===== src/rtl/pad_input_conditioner.sv =====
// Multi-channel conditioner for asynchronous pad inputs: synchroniser, glitch
// filter with per-channel bypass, edge strobes and saturating glitch counters.
module pad_input_conditioner #(
  parameter int            CH          = 4,
  parameter int            SYNC_STAGES = 2,
  parameter int            FILT_LEN    = 4,
  parameter logic [CH-1:0] RST_VAL     = {CH{1'b0}}
) (
  input  logic            i_CLK,
  input  logic            i_RST,
  input  logic [CH-1:0]   i_IN,
  input  logic [CH-1:0]   i_FILT_EN,
  input  logic            i_GLITCH_CLR,
  output logic [CH-1:0]   o_OUT,
  output logic [CH-1:0]   o_RISE,
  output logic [CH-1:0]   o_FALL,
  output logic [CH-1:0]   o_GLITCH,
  output logic [8*CH-1:0] o_GLITCH_CNT
);
  localparam int            CW       = (FILT_LEN > 1) ? $clog2(FILT_LEN) : 1;
  localparam logic [CW-1:0] CNT_LAST = CW'(FILT_LEN - 1);

  logic [CH-1:0] sync_r [SYNC_STAGES];
  logic [CH-1:0] sync_s;
  logic [CW-1:0] cnt_r  [CH];
  logic [CW-1:0] cnt_s  [CH];
  logic [7:0]    gcnt_r [CH];
  logic [7:0]    gcnt_s [CH];
  logic [CH-1:0] out_r;
  logic [CH-1:0] out_s;
  logic [CH-1:0] glitch_s;

  // Synchroniser chain; the last stage feeds the filter.
  always_ff @(posedge i_CLK) begin
    if (i_RST) begin
      for (int i = 0; i < SYNC_STAGES; i++) sync_r[i] <= RST_VAL;
    end else begin
      sync_r[0] <= i_IN;
      for (int i = 1; i < SYNC_STAGES; i++) sync_r[i] <= sync_r[i-1];
    end
  end

  assign sync_s = sync_r[SYNC_STAGES-1];

  // Per-channel filter and glitch-counter next state.
  always_comb begin
    out_s    = out_r;
    glitch_s = {CH{1'b0}};
    for (int n = 0; n < CH; n++) begin
      cnt_s[n] = {CW{1'b0}};
      if (!i_FILT_EN[n]) begin
        out_s[n] = sync_s[n];
      end else if (sync_s[n] == out_r[n]) begin
        glitch_s[n] = (cnt_r[n] != {CW{1'b0}});
      end else if (cnt_r[n] == CNT_LAST) begin
        out_s[n] = sync_s[n];
      end else begin
        cnt_s[n] = cnt_r[n] + CW'(1'b1);
      end

      // Clear beats a coincident glitch; the count holds once saturated.
      if (i_GLITCH_CLR) begin
        gcnt_s[n] = 8'd0;
      end else if (glitch_s[n] && (gcnt_r[n] != 8'hFF)) begin
        gcnt_s[n] = gcnt_r[n] + 8'd1;
      end else begin
        gcnt_s[n] = gcnt_r[n];
      end
    end
  end

  // Filter state, conditioned level, strobes and counters.
  always_ff @(posedge i_CLK) begin
    if (i_RST) begin
      out_r    <= RST_VAL;
      o_RISE   <= {CH{1'b0}};
      o_FALL   <= {CH{1'b0}};
      o_GLITCH <= {CH{1'b0}};
      for (int n = 0; n < CH; n++) begin
        cnt_r[n]  <= {CW{1'b0}};
        gcnt_r[n] <= 8'd0;
      end
    end else begin
      out_r    <= out_s;
      o_RISE   <= out_s & ~out_r;
      o_FALL   <= ~out_s & out_r;
      o_GLITCH <= glitch_s;
      for (int n = 0; n < CH; n++) begin
        cnt_r[n]  <= cnt_s[n];
        gcnt_r[n] <= gcnt_s[n];
      end
    end
  end

  assign o_OUT = out_r;

  for (genvar g = 0; g < CH; g++) begin : g_cnt_pack
    assign o_GLITCH_CNT[8*g +: 8] = gcnt_r[g];
  end

endmodule


===== config.mk =====
export PLATFORM = sky130hd
export DESIGN_NAME = pad_input_conditioner
export DESIGN_NICKNAME = d
export VERILOG_FILES = /design/src/rtl/pad_input_conditioner.sv
export SDC_FILE = /design/constraint.sdc
export NUM_CORES = 1
export LEC_CHECK = 0
export CAP_MARGIN = 0
export CORE_MARGIN = 10
export CORE_UTILIZATION = 45
export DETAILED_ROUTE_END_ITERATION = 6
export PLACE_DENSITY = 0.87
export SYNTH_ARGS = -nofsm -noshare
export SYNTH_HDL_FRONTEND = slang
export SYNTH_SLANG_ARGS = --single-unit

===== constraint.sdc =====
create_clock -name i_CLK -period 1.73 [get_ports i_CLK]
set_input_delay 0.346 -clock i_CLK [delete_from_list [all_inputs] [get_ports i_CLK]]
set_output_delay 0.346 -clock i_CLK [all_outputs]
set_load 0.02 [all_outputs]

# After elaboration in Yosys (flattened, before gate mapping)
# Memories as Yosys holds them, arrays and structs flattened.
# Index checks and enable logic that the tools add are counted.
totals:
  wordCells: 102
  memories: 3
  ramBits: 48
  romBits: 0
  output_inout_bits: 48
  input_bits: 11
  reg_bits: 16
  latchBits: 0
memory_table:
  columns: ["name", "words", "width", "rd", "rd_ports_with_merged_regs", "write_ports", "line", "rtl"]
  rows:
  - ["gcnt_r", 4, 8, 4, 0, 4, "27", "logic [7:0] gcnt_r [CH];"]
  - ["cnt_r", 4, 2, 4, 0, 4, "25", "logic [CW-1:0] cnt_r [CH];"]
  - ["sync_r", 2, 4, 2, 0, 2, "23", "logic [CH-1:0] sync_r [SYNC_STAGES];"]
classes:
  n_addsub: 8
  n_mul: 0
  eq_ne: 12
  n_lt_le_gt_ge: 0
  bitwise: 14
  div_mod_pow: 0
  mux: 53
  shifts: 0
  reduce_logical: 8
op_table:
  columns: ["cell", "count"]
  rows:
  - ["8-bit 2-to-1 mux", 12]
  - ["8-bit by 1-bit adder with 8-bit output (second input constant)", 4]
  - ["2-bit 2-to-1 mux", 16]
  - ["8-bit inequality test (second input constant)", 4]
  - ["1-bit 2-to-1 mux", 23]
  - ["1-bit bitwise OR", 10]
  - ["2-bit by 1-bit adder with 2-bit output (second input constant)", 4]
  - ["4-bit AND", 2]
  - ["2-bit equality test (second input constant)", 4]
  - ["4-bit 2-to-1 mux", 2]
  - ["4-bit NOT", 2]
  - ["2-bit nonzero test", 4]
  - ["1-bit equality test", 4]
  - ["1-bit logical AND", 4]

# Logic depth before layout (Yosys ltp)
# Gate-level depths: netlist of run 1.
logic_depth:
  word_depth: 7
  depth_mapped: 7
  ltp_nobuf: 6

# Worst setup path after synthesis of run 1
# OpenSTA, ideal clock, no wires.
synth_timing:
  path_type: "register to register"
  start: "mem cnt_r[0][0] in the netlist's numbering"
  end: "mem gcnt_r[0][4]"
  path_stages_with_launch: 8
  n_path_buf: 1
  required_ns: 1.660
  period_less_slack_ns: 1.737
  setup_slack_ns: -0.007
  arrival_time_ns: 1.667
  path_cell_list: "dfxtp_1 inv_1 ha_1 nand2b_1 or2_1 buf_2 or4_1 a21oi_1"
synth_lines:
  columns: ["item", "line"]
  rows:
  - ["start: declaration", "25"]
  - ["end: declaration", "27"]

==> results of run 1 <==
-- power breakdown --
group | switching, mW | internal [mW]
combinational | 0.0795 | 0.0800
sequential | 0.0120 | 1.49
clock | 0.568 | 0.652
total | 0.659 | 2.22
-- synth_stat cells, drive strengths merged --
library cell / count
dfxtp: 64
nor2: 24
a21oi: 18
nand2: 17
nand3: 16
inv: 13
ha: 12
o21ai: 12
or3: 11
nor2b: 10
and3: 9
clkbuf: 9
mux2i: 8
nor3: 8
nor4: 7
o31ai: 6
and4: 5
nand2b: 5
nand4: 5
or4: 5
nand3b: 3
nor4b: 3
o311ai: 3
o41ai: 3
xnor2: 3
a31oi: 2
and3b: 2
o211a: 2
or2: 2
xor2: 2
a211oi: 1
a21bo: 1
a311oi: 1
a41o: 1
and4b: 1
buf: 1
nand4b: 1
o211ai: 1
-- layer usage --
layer	vias up	wire length (um)	global-route usage, %	part of all wire [%]
met5	-	0	0	0
met4	0	107	6.94	1.7
met3	9	350	4.51	5.4
met2	61	3080	21.1	48
met1	1177	2920	15.0	45
li1	1252	-	-	-
-- state kept, by name, summed over array words and instances, names as in the netlist --
register and cells:
cnt_r 8, gcnt_r 32, o_FALL 4, o_GLITCH 4, o_OUT 4, o_RISE 4
sync_r 8
-- metrics by stage --
step	instances	power (mW)	area, um2	util (%)
3_3_place_gp	441	1.69	3550	60.0
5_1_grt	459	2.98	3780	63.9
6_report	459	2.88	3780	63.9
3_5_place_dp	441	1.69	3550	60.0
2_1_floorplan	297	1.61	2740	-
4_1_cts	457	2.91	3700	62.6
-- repair_timing --
action,in CTS,in global routing
gates cloned,0,0
endpoints found under the setup margin,26,19
pin swaps,0,6
setup buffers,0,2
gates resized for setup,26,26
-- kinds of logic after synthesis --
logic type / Yosys count / share of synthesized area [%]
simple gates: 134 / 27.3
flops: 64 / 46.8
compound gates: 51 / 11.8
buf+inv: 23 / 3.20
fa+ha+maj: 12 / 5.49
mux: 8 / 2.93
xor+xnor: 5 / 2.42
-- final cells by class --
cell class / instances / area [um2] / area share (%)
Tap cell: 75 / 93.8 / 2.48
Multi-Input combinational cell: 210 / 1410 / 37.4
Timing Repair Buffer: 81 / 753 / 19.9
Inverter: 13 / 48.8 / 1.29
Sequential cell: 64 / 1290 / 34.0
Clock inverter: 7 / 62.6 / 1.65
Clock buffer: 9 / 124 / 3.28
-- how the worst max path moves through the flow --
stage | start | endpoint | slack, ns | cells after the start
after floorplan | o_OUT[0] | gcnt_r[0][4] | 0.008 | 5
after global placement | i_FILT_EN[0] | gcnt_r[0][3] | -0.15 | 5
after detailed placement | i_FILT_EN[0] | gcnt_r[0][4] | -0.19 | 5
after CTS | gcnt_r[0][29] | o_GLITCH_CNT[29] | 0.005 | 1
after global routing | gcnt_r[0][8] | o_GLITCH_CNT[8] | 0.0003 | 1
final | gcnt_r[0][8] | o_GLITCH_CNT[8] | 0.04 | 1
==> flow_metrics.tcl, run 1 <==
set metrics [dict create \
    num-fill-cells 504 \
    first_iter_violations 97 \
    yosysTopAreaCell "dfxtp_1" \
    die_x_um 98.0 \
    diodes 0 \
    synth_area_leaders "dfxtp_1 (47%), ha_1 (5.5%), a21oi_1 (3.3%)" \
    finalSetupTns_ns 0 \
    worstReg2RegEnd "gcnt_r[0][8]" \
    leakagePower_nw 1.69 \
    p_per_area_nw_per_um2 762 \
    vias_per_cell 5.44 \
    cts_tree "yes" \
    drtPass1Iterations 4 \
    syn_nets 320 \
    path_cells "clkdlybuf4s50_1" \
    arrival_ns 1.34 \
    antenna_found_initial 0 \
    synthToLayoutAreaGrowth_pct 38.2 \
    pre_cts_ws_ns -0.186 \
    syn-mean-instance-area_um2 9.21 \
    hold_class "reg2reg" \
    fmax_mhz 592 \
    crit_buf_inv 1 \
    cts_root_buffer "clkbuf_8" \
    worst-r2r-cell-count 6 \
    placementRows 28 \
    relSlewSlack_pct 75.6 \
    holdPathStages 1 \
    clock_sinks 64 \
    holdPathEnd "cnt_r[2][0]" \
    final.setup.worst_slack_ns 0.0414 \
    slowest_delay_ns 0.63 \
    post-route-period-util_pct 97.6 \
    r2r_start "cnt_r[1][0]" \
    ys_seq_area_share_pct 46.8 \
    drc 0 \
    ir_worst_vdd_uv 619 \
    setup_violations 0 \
    clk-insertion-delay-late_ns 0.33 \
    start_util_pct 46.2 \
    cp_top_family "buffers and inverters" \
    post_drt_wl_per_cell_um 14.1 \
    finalCriticalPeriod_ns 1.69 \
    vias 2499 \
    ys_types 39 \
    worstSetupStartpointType "flip-flop" \
    grt.overflow.total 0 \
    yosysWarningCount 0 \
    dp_hpwl_mm 4.82 \
    drv_slew 0 \
    ios 59 \
    endpoint_kind "output pin" \
    hold_path_startpoint "cnt_r[2][0]" \
    final_common_cell "dfxtp_1" \
    hold_violations 0 \
    grt_max_degree 31 \
    drive_gt1_share_pct 15.6 \
    drt-total-wl_mm 6.46 \
    grt_pass1_wl_mm 10.7 \
    htreeDepth 3 \
    fp.dieH_um 98.0 \
    cts_buffer_depth 2 \
    cap_violations 0 \
    synth_top_area_share_pct 46.8 \
    design.core.area_um2 5920 \
    slowest_stage "clkdlybuf4s50_1" \
    port_buffers 58 \
    path_class "reg2out" \
    fin_hold_ws_ns 0.423 \
    grt_use_total_pct 13.1 \
    synth_area_um2 2740 \
    grt_pass1_vias 2303 \
    fin_nets 402 \
    synth_seq_cells 64 \
    finClkSkew_ns 0.00392 \
    clk_pin_slew_worst_paths_ns 0.07 \
    routabilityCongestion 0.876 \
    r2r_setup_slack_ns 0.10 \
    cts_buffers 9 \
    detail-route-antenna-nets 0 \
    rsz0062_at_grt "no" \
    max_slew.worst_pin.slew_ns 0.363 \
    hold_buffers 0 \
    layout_common_cells "dfxtp_1 (60), dlygate4sd2_1 (26), nor2_1 (24), clkdlybuf4s50_1 (24), buf_4 (22)" \
    path_max_fanout 5 \
    outcome "completed" \
    cp.required_ns 1.38 \
    die_area_um2 9600 \
    synthCells 297 \
]
Power figures use the tool's default switching activity.
==> run 2: changes to the inputs <==
CTS_CLUSTER_DIAMETER = 30   (was default)
RECOVER_POWER = 100   (was default)
==> flow_metrics.tcl, run 2 (synthesis results as in run 1) <==
set metrics [dict create \
    regMostFlops "gcnt_r" \
    place_inst 441 \
    cts_root_buffer "clkbuf_8" \
    outcome "completed" \
    vias_per_cell 5.41 \
    dpl-instance-area_um2 3550 \
    slowest_stage "clkdlybuf4s50_1" \
    hold_class "reg2reg" \
    largest_reg_flops 32 \
    die_area_um2 9600 \
    holdPathEnd "cnt_r[2][0]" \
    drt-total-wl_mm 6.48 \
    finalSetupTns_ns 0 \
    grt_pass1_vias 2303 \
    leakagePower_nw 1.54 \
    cts_buffer_depth 2 \
    path_cells "clkdlybuf4s50_1" \
    grt_use_total_pct 13.1 \
    ir_worst_vdd_uv 617 \
    endpoint_kind "output pin" \
    num-fill-cells 530 \
    layout_common_cells "dfxtp_1 (60), dlygate4sd2_1 (26), nor2_1 (24)" \
    grt.overflow.total 0 \
    worstReg2RegEnd "gcnt_r[0][4]" \
    drc 0 \
    p_per_area_nw_per_um2 784 \
    relSlewSlack_pct 61.2 \
    final_common_cell "dfxtp_1" \
    crit_buf_inv 1 \
    setup_violations 0 \
    dp_hpwl_mm 4.82 \
    htreeDepth 3 \
    p_total_mw 2.88 \
    clock_sinks 64 \
    hold_violations 0 \
    cp_top_family "buffers and inverters" \
    post_drt_wl_per_cell_um 14.1 \
    grt_max_degree 31 \
    slowest_delay_ns 0.63 \
    design.core.area_um2 5920 \
    start_util_pct 46.2 \
    path_class "reg2out" \
    antenna_found_initial 0 \
    holdPathStages 1 \
    grt_pass1_wl_mm 10.7 \
    first_iter_violations 99 \
    fin_util_pct 62.0 \
    rsz0062_at_grt "no" \
    finClkSkew_ns 0.00410 \
    cts_buffers 9 \
    vias 2482 \
    r2r_setup_slack_ns 0.10 \
    diodes 0 \
    path_max_fanout 5 \
    clk_pin_slew_worst_paths_ns 0.07 \
    synthToLayoutAreaGrowth_pct 34.2 \
    top_regs "gcnt_r: 32 flops, cnt_r: 8 flops, sync_r: 8 flops" \
    cts_tree "yes" \
    drv_slew 0 \
    post-route-period-util_pct 97.8 \
    placementRows 28 \
    cp.required_ns 1.38 \
    hold_buffers 0 \
    drive_gt1_share_pct 14.6 \
    detail-route-antenna-nets 0 \
    arrival_ns 1.35 \
    fmax_mhz 591 \
    max_slew.worst_pin.slew_ns 0.582 \
    routabilityCongestion 0.876 \
    port_buffers 58 \
    worst-r2r-cell-count 6 \
    ios 59 \
    die_x_um 98.0 \
    clk-insertion-delay-late_ns 0.33 \
    drtPass1Iterations 4 \
    fp.dieH_um 98.0 \
    hold_path_startpoint "cnt_r[2][0]" \
    r2r_start "cnt_r[0][0]" \
    finalCriticalPeriod_ns 1.69 \
    stdcell_count 459 \
    cap_violations 0 \
    worstSetupStartpointType "flip-flop" \
    fin_area_um2 3670 \
    fin_nets 402 \
]
-- run 2: worst max-delay path by stage --
stage	start	to	cells after the start	slack, ns
after floorplan	o_OUT[0]	gcnt_r[0][4]	5	0.008
after global placement	i_FILT_EN[0]	gcnt_r[0][3]	5	-0.15
after detailed placement	i_FILT_EN[0]	gcnt_r[0][4]	5	-0.19
after CTS	gcnt_r[0][29]	o_GLITCH_CNT[29]	1	0.005
after global routing	gcnt_r[0][8]	o_GLITCH_CNT[8]	1	0.0003
final	gcnt_r[0][8]	o_GLITCH_CNT[8]	1	0.04
-- run 2: timing repair --
item	4_1_cts	5_1_grt
gates resized for setup	26	26
setup buffers	0	2
pin swaps	0	6
setup endpoints to repair	26	19
-- run 2: through the flow --
step           hold WS, ns  setup slack, ns
2_1_floorplan        0.414          0.00811
3_3_place_gp         0.418           -0.154
3_5_place_dp         0.429           -0.186
4_1_cts              0.446          0.00494
5_1_grt              0.435         0.000263
6_report             0.424           0.0376
-- run 2: area by class of cell --
| type | instances | area, um2 | area share (%) |
|---|---|---|---|
| well taps | 75 | 93.8 | 2.55 |
| repair buffers | 81 | 649 | 17.7 |
| inverters | 13 | 48.8 | 1.33 |
| clock inverters | 7 | 62.6 | 1.70 |
| flip-flops and latches | 64 | 1290 | 35.0 |
| clock buffers | 9 | 124 | 3.37 |
| multi-input cells | 210 | 1410 | 38.4 |
-- run 2: power by group --
group          total (mW)  internal [mW]  leakage (nW)  switching (mW)
sequential           1.50           1.49         0.520          0.0119
clock                1.22          0.652        0.0985           0.572
combinational       0.153         0.0740         0.918          0.0789
-- run 2: metal layers --
layer  global-route usage [%]  routed length (um)  up-vias
li1                         -                   -     1249
met5                        0                   0        -
met4                     6.94                 107        0
met1                     15.0                2920     1165
met2                     21.1                3100       59
met3                     4.51                 344        9
==> run 3: changes to the inputs <==
--- a/config.mk
+++ b/config.mk
@@ -9,4 +9,5 @@
 export CORE_MARGIN = 10
 export CORE_UTILIZATION = 45
+export CTS_BUF_LIST = sky130_fd_sc_hd__clkbuf_16
 export CTS_CLUSTER_DIAMETER = 30
 export DETAILED_ROUTE_END_ITERATION = 6
==> constraint.sdc (replaced) <==
create_clock -name i_CLK -period 1.73 [get_ports i_CLK]
set_input_delay 0.519 -clock i_CLK [delete_from_list [all_inputs] [get_ports i_CLK]]
set_output_delay 0.519 -clock i_CLK [all_outputs]
set_load 0.02 [all_outputs]
==> flow_metrics.tcl, run 3 (synthesis results as in run 1) <==
set metrics [dict create \
    cts_buffer_depth 2 \
    routabilityCongestion 0.883 \
    ir_worst_vdd_uv 653 \
    drc 0 \
    drt-total-wl_mm 6.96 \
    holdPathStages 1 \
    diodes 0 \
    post-route-period-util_pct 96.8 \
    die_area_um2 9600 \
    path_class "reg2reg" \
    synthToLayoutAreaGrowth_pct 41.8 \
    design.core.area_um2 5920 \
    hold_path_startpoint "sync_r[0][2]" \
    fin_nets 410 \
    grt_use_total_pct 14.2 \
    fin_area_um2 3880 \
    vias_per_cell 5.46 \
    port_buffers 58 \
    cap_violations 0 \
    cts_buffers 9 \
    num-fill-cells 500 \
    final_common_cell "dfxtp_1" \
    drive_gt1_share_pct 13.8 \
    post_drt_wl_per_cell_um 14.9 \
    worst-r2r-cell-count 6 \
    cts_tree "yes" \
    r2r_setup_slack_ns 0.05 \
    placementRows 28 \
    layout_common_cells "dfxtp_1 (64), dlygate4sd2_1 (49), nor2_1 (24), buf_4 (24), a21oi_1 (17)" \
    arrival_ns 1.93 \
    clk_pin_slew_worst_paths_ns 0.05 \
    r2r_start "cnt_r[0][0]" \
    regMostFlops "gcnt_r" \
    largest_reg_flops 32 \
    grt_max_degree 31 \
    start_util_pct 46.2 \
    htreeDepth 3 \
    leakagePower_nw 1.72 \
    clock_sinks 64 \
    holdPathEnd "sync_r[0][6]" \
    drv_slew 0 \
    detail-route-antenna-nets 0 \
    first_iter_violations 107 \
    path_max_fanout 4 \
    setup_violations 0 \
    p_per_area_nw_per_um2 866 \
    antenna_found_initial 0 \
    finClkSkew_ns 0.00406 \
    outcome "completed" \
    multi_input_area_um2 1410 \
    relSlewSlack_pct 77.9 \
    grt_pass1_vias 2436 \
    vias 2544 \
    fp.dieH_um 98.0 \
    fmax_mhz 597 \
    dpl-instance-area_um2 3630 \
    clk-insertion-delay-late_ns 0.32 \
    grt_pass1_wl_mm 11.4 \
    finalCriticalPeriod_ns 1.68 \
    rsz0062_at_grt "yes" \
    hold_violations 0 \
    drtPass1Iterations 4 \
    die_x_um 98.0 \
    seqCellArea_um2 1280 \
    grt.overflow.total 0 \
    top_regs "gcnt_r: 32 flops, cnt_r: 8 flops, sync_r: 8 flops" \
    cts_root_buffer "clkbuf_16" \
    cp.required_ns 1.99 \
    worstReg2RegEnd "gcnt_r[0][3]" \
    p_total_mw 3.36 \
    endpoint_kind "flip-flop" \
    dp_hpwl_mm 5.02 \
    ios 59 \
    hold_class "reg2reg" \
    max_slew.worst_pin.slew_ns 0.329 \
    worstSetupStartpointType "flip-flop" \
]
==> run 3: changes by cell type in the layout (fill, tap and decap cells not counted), sizes merged <==
| cell | change |
|---|---|
| dlygate4sd2 | +23 |
| buf | +11 |
| clkbuf | -11 |
| dlygate4sd3 | -9 |
| clkdlybuf4s50 | -6 |
| clkinv | -2 |
| inv | +1 |
==> run 3: cell type report <==
cell class	instances	share of cell area [%]
multi-input cells	210	36.4
flip-flops and latches	64	33.0
repair buffers	89	19.8
clock buffers	9	5.80
well taps	75	2.42
clock inverters	6	1.35
inverters	13	1.26
==> run 3: power by group <==
| part | switching (mW) | internal [mW] |
|---|---|---|
| Clock | 0.611 | 1.08 |
| Sequential | 0.0120 | 1.49 |
| Combinational | 0.0821 | 0.0774 |
| Total | 0.705 | 2.66 |
==> run 3: worst max-delay path by stage <==
stage / startpoint / endpoint / slack (ns) / depth (start not counted)
floorplan: o_OUT[0] / gcnt_r[0][4] / 0.008 / 5
global placement: i_FILT_EN[0] / gcnt_r[0][3] / -0.33 / 5
detailed placement: i_FILT_EN[0] / gcnt_r[0][3] / -0.37 / 5
CTS: cnt_r[1][0] / gcnt_r[0][10] / 0.02 / 6
global route: i_FILT_EN[2] / gcnt_r[0][18] / -0.005 / 5
finish: cnt_r[0][0] / gcnt_r[0][3] / 0.05 / 6
==> run 3: timing repair <==
item,CTS,global route
pin swaps,0,3
buffers inserted,0,1
endpoints found under the hold margin,0,0
gates resized for setup,50,11
hold buffers,0,0
setup endpoints to repair,53,12
==> run 3: per-stage QoR <==
step	worst slack, ns	setup TNS (ns)	hold slack, ns	std cells	util (%)
3_3_place_gp	-0.326	-5.25	0.416	450	61.3
3_5_place_dp	-0.369	-6.62	0.420	450	61.3
2_1_floorplan	0.00811	0	0.414	297	-
6_report	0.0549	0	0.431	466	65.6
4_1_cts	0.0156	0	0.431	465	65.0
5_1_grt	-0.00505	-0.00505	0.447	466	65.6
==> run 3: critical path, cell delays in order (launching register included) <==
cell,delay (ns)
dfxtp_1,0.33
inv_1,0.06
ha_1,0.20
nand2b_4,0.14
or2_4,0.23
or4_1,0.50
a21oi_1,0.14
==> run 3: metal layers <==
| metal | share of wire, % | wire [um] | GRT usage [%] | up-vias |
|---|---|---|---|---|
| li1 | - | - | - | 1269 |
| met1 | 41 | 2830 | 15.8 | 1179 |
| met2 | 51 | 3570 | 24.0 | 87 |
| met3 | 7.0 | 484 | 5.29 | 9 |
| met4 | 1.1 | 75 | 5.70 | 0 |
| met5 | 0 | 0 | 0 | - |
